## src/rtl/ps2_rx.sv

```systemverilog
// PS/2 device-to-host receiver: synchronizes and glitch-filters the PS/2 pins, then
// assembles 11-bit frames into bytes with a valid strobe and coded error pulses.
module ps2_rx #(
    parameter int FILTER  = 8,
    parameter int TIMEOUT = 50000
) (
    input  logic       clk,
    input  logic       rst,
    input  logic       ps2_clk,
    input  logic       ps2_dat,
    output logic [7:0] data,
    output logic       valid,
    output logic       err,
    output logic [1:0] err_code,
    output logic       busy
);

    localparam int FW = $clog2(FILTER + 1);
    localparam int TW = $clog2(TIMEOUT + 1);

    typedef enum logic {IDLE, RECV} state_t;

    state_t        state, state_n;
    logic [1:0]    clk_sync, dat_sync;
    logic          clk_s, dat_s;
    logic          clk_f, clk_f_prev, fall;
    logic [FW-1:0] filt_cnt;
    logic [3:0]    bit_cnt;
    logic [TW-1:0] tmo_cnt;
    logic [7:0]    shift;
    logic          parity;
    logic          tmo_hit;
    logic          ev_valid, ev_err;
    logic [1:0]    ev_code;

    assign clk_s   = clk_sync[1];
    assign dat_s   = dat_sync[1];
    assign tmo_hit = (tmo_cnt == TW'(TIMEOUT - 1));
    assign busy    = (state == RECV);

    // Synchronizers idle high so a reset never looks like a falling edge
    always_ff @(posedge clk) begin
        if (rst) begin
            clk_sync <= 2'b11;
            dat_sync <= 2'b11;
        end else begin
            clk_sync <= {clk_sync[0], ps2_clk};
            dat_sync <= {dat_sync[0], ps2_dat};
        end
    end

    always_ff @(posedge clk) begin
        if (rst) begin
            clk_f      <= 1'b1;
            clk_f_prev <= 1'b1;
            fall       <= 1'b0;
            filt_cnt   <= '0;
        end else begin
            clk_f_prev <= clk_f;
            fall       <= clk_f_prev & ~clk_f;
            if (clk_s == clk_f) begin
                filt_cnt <= '0;
            end else if (filt_cnt == FW'(FILTER - 1)) begin
                clk_f    <= clk_s;
                filt_cnt <= '0;
            end else begin
                filt_cnt <= filt_cnt + FW'(1);
            end
        end
    end

    always_ff @(posedge clk) begin
        if (rst) begin
            state <= IDLE;
        end else begin
            state <= state_n;
        end
    end

    // A fall always wins over the timeout threshold
    always_comb begin
        state_n = state;
        case (state)
            IDLE: if (fall && !dat_s) state_n = RECV;
            RECV: begin
                if (fall) begin
                    if (bit_cnt == 4'd10) state_n = IDLE;
                end else if (tmo_hit) begin
                    state_n = IDLE;
                end
            end
            default: state_n = IDLE;
        endcase
    end

    always_comb begin
        ev_valid = 1'b0;
        ev_err   = 1'b0;
        ev_code  = 2'd0;
        case (state)
            IDLE: begin
                if (fall && dat_s) begin
                    ev_err  = 1'b1;
                    ev_code = 2'd0;
                end
            end
            RECV: begin
                if (fall) begin
                    if (bit_cnt == 4'd10) begin
                        if (^{shift, parity} != 1'b1) begin
                            ev_err  = 1'b1;
                            ev_code = 2'd1;
                        end else if (!dat_s) begin
                            ev_err  = 1'b1;
                            ev_code = 2'd2;
                        end else begin
                            ev_valid = 1'b1;
                        end
                    end
                end else if (tmo_hit) begin
                    ev_err  = 1'b1;
                    ev_code = 2'd3;
                end
            end
            default: ;
        endcase
    end

    always_ff @(posedge clk) begin
        if (rst) begin
            bit_cnt  <= '0;
            tmo_cnt  <= '0;
            shift    <= '0;
            parity   <= 1'b0;
            data     <= '0;
            valid    <= 1'b0;
            err      <= 1'b0;
            err_code <= 2'd0;
        end else begin
            valid <= ev_valid;
            err   <= ev_err;
            if (ev_err) err_code <= ev_code;
            if (ev_valid) data <= shift;

            if (state_n == IDLE) begin
                bit_cnt <= '0;
            end else if (fall) begin
                bit_cnt <= bit_cnt + 4'd1;
            end

            if (state_n == RECV && !fall) begin
                tmo_cnt <= tmo_cnt + TW'(1);
            end else begin
                tmo_cnt <= '0;
            end

            // Data arrives LSB first, so shift in from the top
            if (state == RECV && fall) begin
                if (bit_cnt >= 4'd1 && bit_cnt <= 4'd8) begin
                    shift <= {dat_s, shift[7:1]};
                end else if (bit_cnt == 4'd9) begin
                    parity <= dat_s;
                end
            end
        end
    end

endmodule

```

## config.mk

```make
export PLATFORM = sky130hd
export DESIGN_NAME = ps2_rx
export DESIGN_NICKNAME = d
export VERILOG_FILES = /design/src/rtl/ps2_rx.sv
export SDC_FILE = /design/constraint.sdc
export NUM_CORES = 1
export LEC_CHECK = 0
export ABC_AREA = 1
export BUFFER_PORTS_ARGS = -buffer_cell sky130_fd_sc_hd__buf_2
export CAP_MARGIN = 30
export CORE_MARGIN = 8
export CORE_UTILIZATION = 50
export DETAILED_ROUTE_END_ITERATION = 12
export PLACE_DENSITY = 0.78
export SLEW_MARGIN = 20
export SYNTH_ARGS = -nofsm -noshare
export SYNTH_HDL_FRONTEND = slang
export SYNTH_SLANG_ARGS = --single-unit
```

## constraint.sdc

```tcl
create_clock -name clk -period 4.6 [get_ports clk]
set_input_delay 0.69 -clock clk [delete_from_list [all_inputs] [get_ports clk]]
set_output_delay 0.69 -clock clk [all_outputs]
set_load 0.02 [all_outputs]
```

==> results of run 1 <==
Yosys cell counts:
master,count
xnor2_1,4
a21oi_2,2
dfxtp_1,53
nand4_1,8
nor3_2,1
a211o_1,1
ha_1,6
buf_6,1
nand3_4,1
nand2_2,6
clkbuf_1,3
o21ai_2,2
o21ai_0,15
a21oi_1,24
buf_2,2
nor3_1,6
and3_1,1
o211ai_1,2
or2_2,4
inv_2,11
nor2_1,31
nand3_1,14
o311ai_0,1
nor2_8,1
buf_12,1
nor3b_1,2
o21ai_1,6
nand2_1,65
xor2_1,5
nor4_2,1
inv_1,35
nor4_1,1
nor2_2,2
through the flow:
stage	util	hold slack (ps)	power, mW
2_1_floorplan	-	389	0.479
3_3_place_gp	0.533	392	0.481
3_5_place_dp	0.533	393	0.482
4_1_cts	0.553	410	0.753
5_1_grt	0.553	421	0.774
6_report	0.553	407	0.747
power by group through the flow:
stage	logic, mW	clock network (mW)	registers [mW]
4_1_cts	0.00954	0.282	0.462
3_5_place_dp	0.00948	0	0.472
6_report	0.00942	0.276	0.461
2_1_floorplan	0.00722	0	0.472
5_1_grt	0.0108	0.301	0.462
3_3_place_gp	0.00929	0	0.472
cell type report:
class / instances / area, um^2
clock buffers: 5 / 68.8
clock inverters: 3 / 25.0
flip-flops and latches: 53 / 1060
well taps: 54 / 67.6
inverters: 46 / 173
fillers: 446 / 2100
repair buffers: 16 / 80.1
multi-input cells: 212 / 1120
sequential cells by signal (all words and copies together) (netlist names):
register and flops:
filt_cnt 4, data 8, tmo_cnt 16, shift 8
clk_f 1, dat_sync 2, busy 1, err 1
fall 1, bit_cnt 4, parity 1, clk_sync 2
err_code 2, clk_f_prev 1, valid 1
layer usage:
layer  vias up  GRT usage  wire length [um]
li1       1052          -                 -
met1       871      0.136              2060
met5         -          0                 0
met4         0     0.0430                64
met3         6     0.0309               154
met2        21      0.228              2090
critical path, cell delays in order (launching register included):
cell and delay [ps]:
dfxtp_1 420, inv_1 90, ha_1 220, nand3_1 110, nor2_1 90, nor3_1 190, nand2_2 140, inv_2 90
nand2_2 170, nor3b_1 210
cell families (layout without fill, tap and decap cells):
logic type / Yosys count / after routing
AND/OR/NAND/NOR: 144 / 144
AO/OA/AOI/OAI: 53 / 53
flip-flops: 53 / 53
buffers and inverters: 53 / 70
XOR/XNOR: 9 / 9
adder cells (fa/ha/maj): 6 / 6
layout by cell type (no fill, tap or decap), types with 5 or more instances in the layout:
cell | synthesis | routed
nor3_1 | 6 | 6
nand4_1 | 8 | 8
o21ai_0 | 15 | 15
inv_2 | 11 | 11
nand2_1 | 65 | 65
buf_2 | 2 | 16
nand3_1 | 14 | 14
ha_1 | 6 | 6
clkbuf_8 | 0 | 5
inv_1 | 35 | 35
o21ai_1 | 6 | 6
dfxtp_1 | 53 | 53
nand2_2 | 6 | 6
xor2_1 | 5 | 5
a21oi_1 | 24 | 24
nor2_1 | 31 | 31
worst min-delay path by stage:
stage | to | slack (ps) | depth (start not counted)
2_1_floorplan | clk_sync[1] | 390 | 1
3_3_place_gp | dat_sync[1] | 390 | 1
3_5_place_dp | dat_sync[1] | 390 | 1
4_1_cts | dat_sync[1] | 410 | 1
5_1_grt | dat_sync[1] | 420 | 1
6_report | dat_sync[1] | 410 | 1
==> impl_metrics.csv, run 1 <==
group,metric,value,unit
run_status,outcome,"complete, no violations",
yosys,yosys.area_share.simple,0.280,
pwr,p_per_area,288,nW/um^2
die,initial_core_util,0.513,
global_routing,grt_max_degree,23,
yosys,avgSynthCellArea,7.57,um^2
pwr,intPower,0.574,mW
yosys,yosysTopAreaCellShare,0.441,
routing,drt_iter0_drc,91,
die,die_h,85.4,um
global_routing,grt_pass1_wl,7560,um
clock_network,clock_path_buffers,2,
die,die_area,7290,um^2
flow_run,cap_violations,0,
routing,viasPerCell,5.01,
pwr,power.switching,0.173,mW
clock_network,clkTransAtPathRegs,100,ps
finish,fin_cells,389,
yosys,yosys-top-cells-area,"dfxtp_1 (44%), nand2_1 (10%), inv_1 (5.5%)",
die,die_x,85.4,um
timing,fin_crit_sh,0.390,
yosys,post-synth-top-area-cell,"dfxtp_1",
clock_network,hold_buffers,0,
timing,finalMaxSlewViolations,0,
timing,tightest_slew,590,ps
routing,remaining_drc_errors,0,
hold_path,hold_class,"reg -> reg",
timing,clock-skew-final,7.58,ps
clock_network,post_cts_resize_count,0,
pwr,comb_power_share,0.013,
clock_network,cts_buffers,5,
die,row_count,25,
yosys,syn-cell-area,2410,um^2
yosys,synth-compound-area-share,0.122,
hold_path,hold_start,"dat_sync[0]",
routing,wirelength,4370,um
timing,setup_ws,2810,ps
placed_design,hpwl,3190,um
finish,n_antenna_cell,0,
timing,finalWorstPathRequiredPeriod,1790,ps
global_routing,grt_antenna_before_repair,0,
yosys,synthMuxAreaShare,0,
yosys,ys_seq_elements,53,
finish,layout-drive-gt1-share,0.164,
yosys,ys_types,33,
routing,vias,1950,
die,core,4690,um^2
worst_setup_path,path_max_fanout,15,
clock_network,clk_latency,310,ps
routing,routedWlPerCell,11.2,um
timing,fmax,558,MHz
worst_setup_path,start_kind,"flip-flop",
die,io-pin-count,17,
clock_network,cts_tree,"yes",
yosys,synthAdderAreaFrac,0.0312,
worst_setup_path,reg2reg_from,"bit_cnt[0]",
global_routing,grt_overflow,0,
placed_design,dpl_worst_slack,2520,ps
worst_setup_path,worstSetupEndpoint,"tmo_cnt[11]",
pwr,ir_drop,0.000199,V
finish,stdcell_area,2590,um^2
yosys,syn_inst,318,
pwr,switching_share,0.232,
yosys,synth.net_count,328,
yosys,synth_top_family_by_area,"simple AND/OR/NAND/NOR gates",
timing,finalSetupTns,0,ps
worst_setup_path,reg2reg_depth,9,
finish,nets,344,
worst_setup_path,r2r-end,"tmo_cnt[11]",
clock_network,clockRootBuffer,"clkbuf_8",
timing,finalSetupViolCount,0,
pwr,power_leakage,1.11,nW
placed_design,postPlaceCellArea,2500,um^2
global_routing,track_usage,0.125,
timing,hold_viol_final,0,
pwr,p_seq_frac,0.618,
worst_setup_path,worstSetupPathType,"reg -> reg",
timing,rsz0062_at_grt,"no",
routing,drt_first_pass_iters,4,
global_routing,grt_pass1_vias,1788,
placed_design,gp_congestion,0.802,
worst_setup_path,rrSetupSlack,2810,ps
yosys,ys_seq_area_frac,0.441,
worst_setup_path,startpoint,"bit_cnt[0]",
pwr,clock_power_share,0.370,
routing,ant_nets,0,
worst_setup_path,required,4840,ps
yosys,ys_warn_count,0,
clock_network,cts.sinks,53,
clock_network,h-tree-depth,2,
worst_setup_path,crit_path_end_kind,"flip-flop",
timing,maxSlewHeadroom,0.606,
placed_design,port_buffers,16,
placed_design,placed_cells,381,
finish,syn_to_final_growth,7.85,%
clock_network,post_cts_buffers,0,
yosys,synth_xor_area_frac,0.0328,
worst_setup_path,cp.arrival,2040,ps
No activity file was read; power rests on OpenSTA's default activity.
==> inputs of run 2 (changes only) <==
--- a/config.mk
+++ b/config.mk
@@ -11,7 +11,7 @@
 export CORE_MARGIN = 8
 export CORE_UTILIZATION = 50
 export DETAILED_ROUTE_END_ITERATION = 12
-export PLACE_DENSITY = 0.78
+export PLACE_DENSITY = 0.81
 export SLEW_MARGIN = 20
 export SYNTH_ARGS = -nofsm -noshare
 export SYNTH_HDL_FRONTEND = slang
==> constraint.sdc (replaced) <==
create_clock -name clk -period 1.6 [get_ports clk]
set_input_delay 0.24 -clock clk [delete_from_list [all_inputs] [get_ports clk]]
set_output_delay 0.24 -clock clk [all_outputs]
set_load 0.02 [all_outputs]
==> impl_metrics.csv, run 2 (synthesis gave the netlist of run 1 again) <==
group,metric,value,unit
finish,fin_cells,410,
hold_path,hold_class,"in -> reg",
routing,vias,2076,
clock_network,cts_buffers,5,
clock_network,cts.sinks,53,
global_routing,track_usage,0.126,
routing,drt_first_pass_iters,5,
finish,n_antenna_cell,0,
worst_setup_path,crit_family,"simple AND/OR/NAND/NOR gates",
worst_setup_path,worstSetupPathType,"reg -> reg",
die,row_count,25,
global_routing,grt_overflow,0,
routing,drt_iter0_drc,91,
global_routing,grt_max_degree,22,
worst_setup_path,start_kind,"flip-flop",
worst_setup_path,rrSetupSlack,-7,ps
worst_setup_path,reg2reg_depth,12,
timing,finalMaxSlewViolations,0,
worst_setup_path,cpMostUsedCell,"nand2_2",
routing,wirelength,4850,um
timing,rsz0062_at_grt,"yes",
die,initial_core_util,0.513,
timing,hold_viol_final,0,
timing,tightest_slew,312,ps
finish,most-common-layout-cells,"nand2_1 (57), dfxtp_1 (41), inv_1 (31)",
finish,stdcell_area,2930,um^2
flow_run,cap_violations,0,
die,die_h,85.4,um
die,die_x,85.4,um
timing,clock-skew-final,7.33,ps
finish,largest_registers,"tmo_cnt: 16 flops, data: 8 flops, shift: 8 flops",
placed_design,placed_cells,396,
clock_network,clkTransAtPathRegs,90,ps
die,io-pin-count,17,
timing,finalSetupTns,-8.55,ps
worst_setup_path,required,1840,ps
worst_setup_path,max_stage_delay,380,ps
placed_design,port_buffers,16,
timing,fin_crit_sh,1.00,
global_routing,grt_pass1_wl,7560,um
global_routing,grt_pass1_vias,1857,
worst_setup_path,path_max_fanout,8,
finish,largest_reg_flops,16,
worst_setup_path,crit_path_end_kind,"flip-flop",
timing,setup_ws,-7.48,ps
worst_setup_path,crit_chain,"buf_6 -> nand2_1 -> nand2_1 -> nand2_1 -> nand2_2 -> nand2_2 -> nand2_2 -> nand2_2 -> nand3_4 -> nor2_8 -> o21ai_1 -> a21oi_1",
timing,finalSetupViolCount,2,
routing,viasPerCell,5.06,
worst_setup_path,cp.arrival,1850,ps
run_status,violations,"negative setup slack",
timing,finalWorstPathRequiredPeriod,1610,ps
pwr,ir_drop,0.000547,V
worst_setup_path,path_depth,12,
routing,ant_nets,0,
die,core,4690,um^2
hold_path,hold_path_depth,2,
clock_network,clock_path_buffers,2,
pwr,power_leakage,1.25,nW
die,die_area,7290,um^2
clock_network,clk_latency,300,ps
clock_network,hold_buffers,0,
pwr,total_power,2.27,mW
clock_network,clockRootBuffer,"clkbuf_8",
placed_design,postPlaceCellArea,2610,um^2
routing,remaining_drc_errors,0,
finish,nets,365,
worst_setup_path,cp_num_buf_inv,1,
routing,routedWlPerCell,11.8,um
placed_design,gp_congestion,0.812,
worst_setup_path,slowest_stage,"dfxtp_4",
finish,syn_to_final_growth,21.7,%
finish,top_register,"tmo_cnt",
clock_network,cts_tree,"yes",
finish,final_common_cell,"nand2_1",
run_status,outcome,"complete, but fails checks",
timing,fmax,622,MHz
timing,fin_hold_ws,123,ps
clock_network,h-tree-depth,2,
finish,layout-drive-gt1-share,0.320,
pwr,p_per_area,776,nW/um^2
global_routing,grt_antenna_before_repair,0,
placed_design,hpwl,3230,um
timing,maxSlewHeadroom,0.790,
-- run 2: worst reg2reg max path, stage by stage, from the launching register on --
cell and delay, ps:
dfxtp_4 380, buf_6 120, nand2_1 60, nand2_1 50, nand2_1 80, nand2_2 60, nand2_2 90, nand2_2 60
nand2_2 80, nand3_4 140, nor2_8 240, o21ai_1 80, a21oi_1 110
-- run 2: per-stage QoR --
stage,util,setup WS [ps]
after detailed placement,0.557,14.8
after global placement,0.557,36.0
final,0.624,-7.48
after global routing,0.624,-117
after floorplan,-,49.7
after CTS,0.583,4.95
-- run 2: final timing paths --
| check | endpoint | start |
|---|---|---|
| worst min-delay path | clk_sync[0] | ps2_clk |
| worst max register to register | data[1] | shift[2] |
| worst min register to register | clk_sync[1] | clk_sync[0] |
| worst max-delay path | data[1] | shift[2] |
-- run 2: metal layers --
metal	part of all wire	track usage	vias to the layer above	wire length [um]
met2	0.51	0.228	27	2460
met5	0	0	-	0
met4	0.015	0.0541	0	71
li1	-	-	1092	-
met3	0.030	0.0270	6	147
met1	0.45	0.136	951	2170
-- run 2: timing repair --
action	4_1_cts	5_1_grt
cloned	0	1
pin swaps	0	13
resized for setup	2	52
endpoints found under the setup margin	3	30
buffers inserted	0	5
-- run 2: power by group --
group          internal, mW  switching [mW]
clock                 0.510           0.409
sequential             1.32         0.00210
combinational        0.0131          0.0213
-- run 2: cell type report --
type | instances | area (um^2)
fill | 406 | 1760
multi-input combinational | 213 | 1240
sequential | 53 | 1090
timing repair buffer | 36 | 234
inverter | 46 | 180
clock buffer | 7 | 86.3
tap | 54 | 67.6
clock inverter | 1 | 30.0
==> inputs of run 3 (changes only) <==
--- a/config.mk
+++ b/config.mk
@@ -6,12 +6,13 @@
 export NUM_CORES = 1
 export LEC_CHECK = 0
 export ABC_AREA = 1
+export ABC_CLOCK_PERIOD_IN_PS = 2070
 export BUFFER_PORTS_ARGS = -buffer_cell sky130_fd_sc_hd__buf_2
 export CAP_MARGIN = 30
 export CORE_MARGIN = 8
 export CORE_UTILIZATION = 50
 export DETAILED_ROUTE_END_ITERATION = 12
-export PLACE_DENSITY = 0.81
+export PLACE_DENSITY = 0.78
 export SLEW_MARGIN = 20
 export SYNTH_ARGS = -nofsm -noshare
 export SYNTH_HDL_FRONTEND = slang
==> constraint.sdc (replaced) <==
create_clock -name clk -period 2.07 [get_ports clk]
set_input_delay 0.3105 -clock clk [delete_from_list [all_inputs] [get_ports clk]]
set_output_delay 0.3105 -clock clk [all_outputs]
set_load 0.02 [all_outputs]
==> impl_metrics.csv, run 3 (synthesis gave the netlist of run 1 again) <==
group,metric,value,unit
run_status,outcome,"complete, no violations",
clock_network,hold_buffers,0,
timing,finalSetupTns,0,ps
pwr,switching_share,0.184,
pwr,p_per_area,701,nW/um^2
worst_setup_path,crit_chain,"inv_1 -> ha_1 -> nand3_1 -> nor2_1 -> nor3_1 -> nand2_2 -> inv_2 -> nand2_2 -> nor3b_1",
routing,remaining_drc_errors,0,
clock_network,clk_latency,300,ps
finish,final_common_cell,"nand2_1",
global_routing,track_usage,0.126,
global_routing,grt_max_degree,22,
clock_network,clock_path_buffers,2,
timing,finalSetupViolCount,0,
clock_network,cts.sinks,53,
hold_path,hold_path_depth,2,
clock_network,cts_tree,"yes",
routing,ant_nets,0,
clock_network,clkTransAtPathRegs,90,ps
clock_network,post_cts_resize_count,0,
timing,hold_viol_final,0,
die,io-pin-count,17,
timing,fin_crit_sh,0.859,
routing,drt_first_pass_iters,4,
routing,viasPerCell,4.97,
timing,clock-skew-final,10.6,ps
finish,nets,345,
timing,tightest_slew,435,ps
worst_setup_path,crit_path_end_kind,"flip-flop",
worst_setup_path,cpMostUsedCell,"nand2_2",
placed_design,port_buffers,16,
placed_design,hpwl,3140,um
routing,wirelength,4250,um
finish,largest_registers,"tmo_cnt: 16 flops, data: 8 flops, shift: 8 flops",
routing,drt_iter0_drc,108,
finish,largest_reg_flops,16,
global_routing,grt_overflow,0,
routing,vias,1939,
timing,finalWorstPathRequiredPeriod,1780,ps
pwr,intPower,1.51,mW
die,die_x,85.4,um
timing,maxSlewHeadroom,0.709,
finish,fin_cells,390,
clock_network,cts_buffers,5,
hold_path,hold_class,"in -> reg",
finish,layout-drive-gt1-share,0.167,
global_routing,grt_pass1_vias,1811,
clock_network,clockRootBuffer,"clkbuf_8",
routing,routedWlPerCell,10.9,um
worst_setup_path,cp.arrival,2000,ps
pwr,ir_drop,0.000433,V
finish,most-common-layout-cells,"nand2_1 (65), dfxtp_1 (53), inv_1 (35)",
pwr,total_power,1.85,mW
timing,fmax,563,MHz
global_routing,grt_pass1_wl,7630,um
clock_network,post_cts_buffers,0,
die,die_area,7290,um^2
pwr,power_leakage,1.14,nW
worst_setup_path,path_max_fanout,15,
worst_setup_path,required,2290,ps
clock_network,h-tree-depth,2,
pwr,clock_power_share,0.434,
die,core,4690,um^2
placed_design,gp_congestion,0.821,
finish,syn_to_final_growth,9.83,%
pwr,p_seq_frac,0.554,
worst_setup_path,worstSetupPathType,"reg -> reg",
global_routing,grt_antenna_before_repair,0,
worst_setup_path,start_kind,"flip-flop",
timing,rsz0062_at_grt,"no",
flow_run,cap_violations,0,
pwr,comb_power_share,0.012,
worst_setup_path,max_stage_delay,420,ps
worst_setup_path,slowest_stage,"dfxtp_1",
finish,top_register,"tmo_cnt",
worst_setup_path,reg2reg_depth,9,
die,row_count,25,
timing,finalMaxSlewViolations,0,
pwr,power.switching,0.341,mW
die,die_h,85.4,um
die,initial_core_util,0.513,
finish,n_antenna_cell,0,
placed_design,placed_cells,382,
==> run 3: cell types whose count changed in the layout (fill, tap and decap cells not counted), moves of 4 or more <==
cell	before	now
o21ai_2	7	2
nand2_1	57	65
nand2_2	12	6
nand3_1	10	14
dfxtp_2	8	0
buf_4	19	1
inv_1	31	35
dfxtp_4	4	0
dfxtp_1	41	53
==> run 3: layout make-up <==
cell class / count / area, um^2
well taps: 54 / 67.6
multi-input cells: 212 / 1120
fillers: 434 / 2050
clock buffers: 5 / 68.8
flip-flops and latches: 53 / 1060
repair buffers: 17 / 87.6
inverters: 46 / 173
clock inverters: 3 / 65.1
==> run 3: through the flow <==
step,instance area [um^2],util,setup slack [ps],hold slack [ps]
2_1_floorplan,2410,-,520,389
3_3_place_gp,2510,0.535,365,393
3_5_place_dp,2510,0.535,316,403
4_1_cts,2640,0.563,280,180
5_1_grt,2640,0.563,103,180
6_report,2640,0.563,292,191
==> run 3: worst max-delay path, delay by kind of cell (launching register included) <==
| kind | cells | cell delay (ps) |
|---|---|---|
| and+or+nand+nor | 6 | 900 |
| DFF | 1 | 420 |
| buffers and inverters | 2 | 170 |
| adders and majority gates | 1 | 210 |
==> run 3: power groups by stage <==
stage | Sequential (mW) | Clock (mW) | Combinational, mW
floorplan | 1.05 | 0 | 0.0160
global placement | 1.05 | 0 | 0.0223
detailed placement | 1.05 | 0 | 0.0226
CTS | 1.03 | 0.828 | 0.0226
global route | 1.03 | 0.874 | 0.0265
finish | 1.03 | 0.805 | 0.0224
==> run 3: worst paths after layout <==
path / from / endpoint / slack [ps]
max: bit_cnt[0] / tmo_cnt[11] / 290
min: ps2_dat / dat_sync[0] / 190
max reg2reg: bit_cnt[0] / tmo_cnt[11] / 290
min reg2reg: dat_sync[0] / dat_sync[1] / 430
==> run 3: per-layer routing <==
metal / up-vias / wire length, um / global-route usage
met5: - / 0 / 0
met4: 0 / 84 / 0.0430
met3: 10 / 171 / 0.0396
met2: 18 / 2010 / 0.219
met1: 861 / 1980 / 0.142
li1: 1050 / - / -
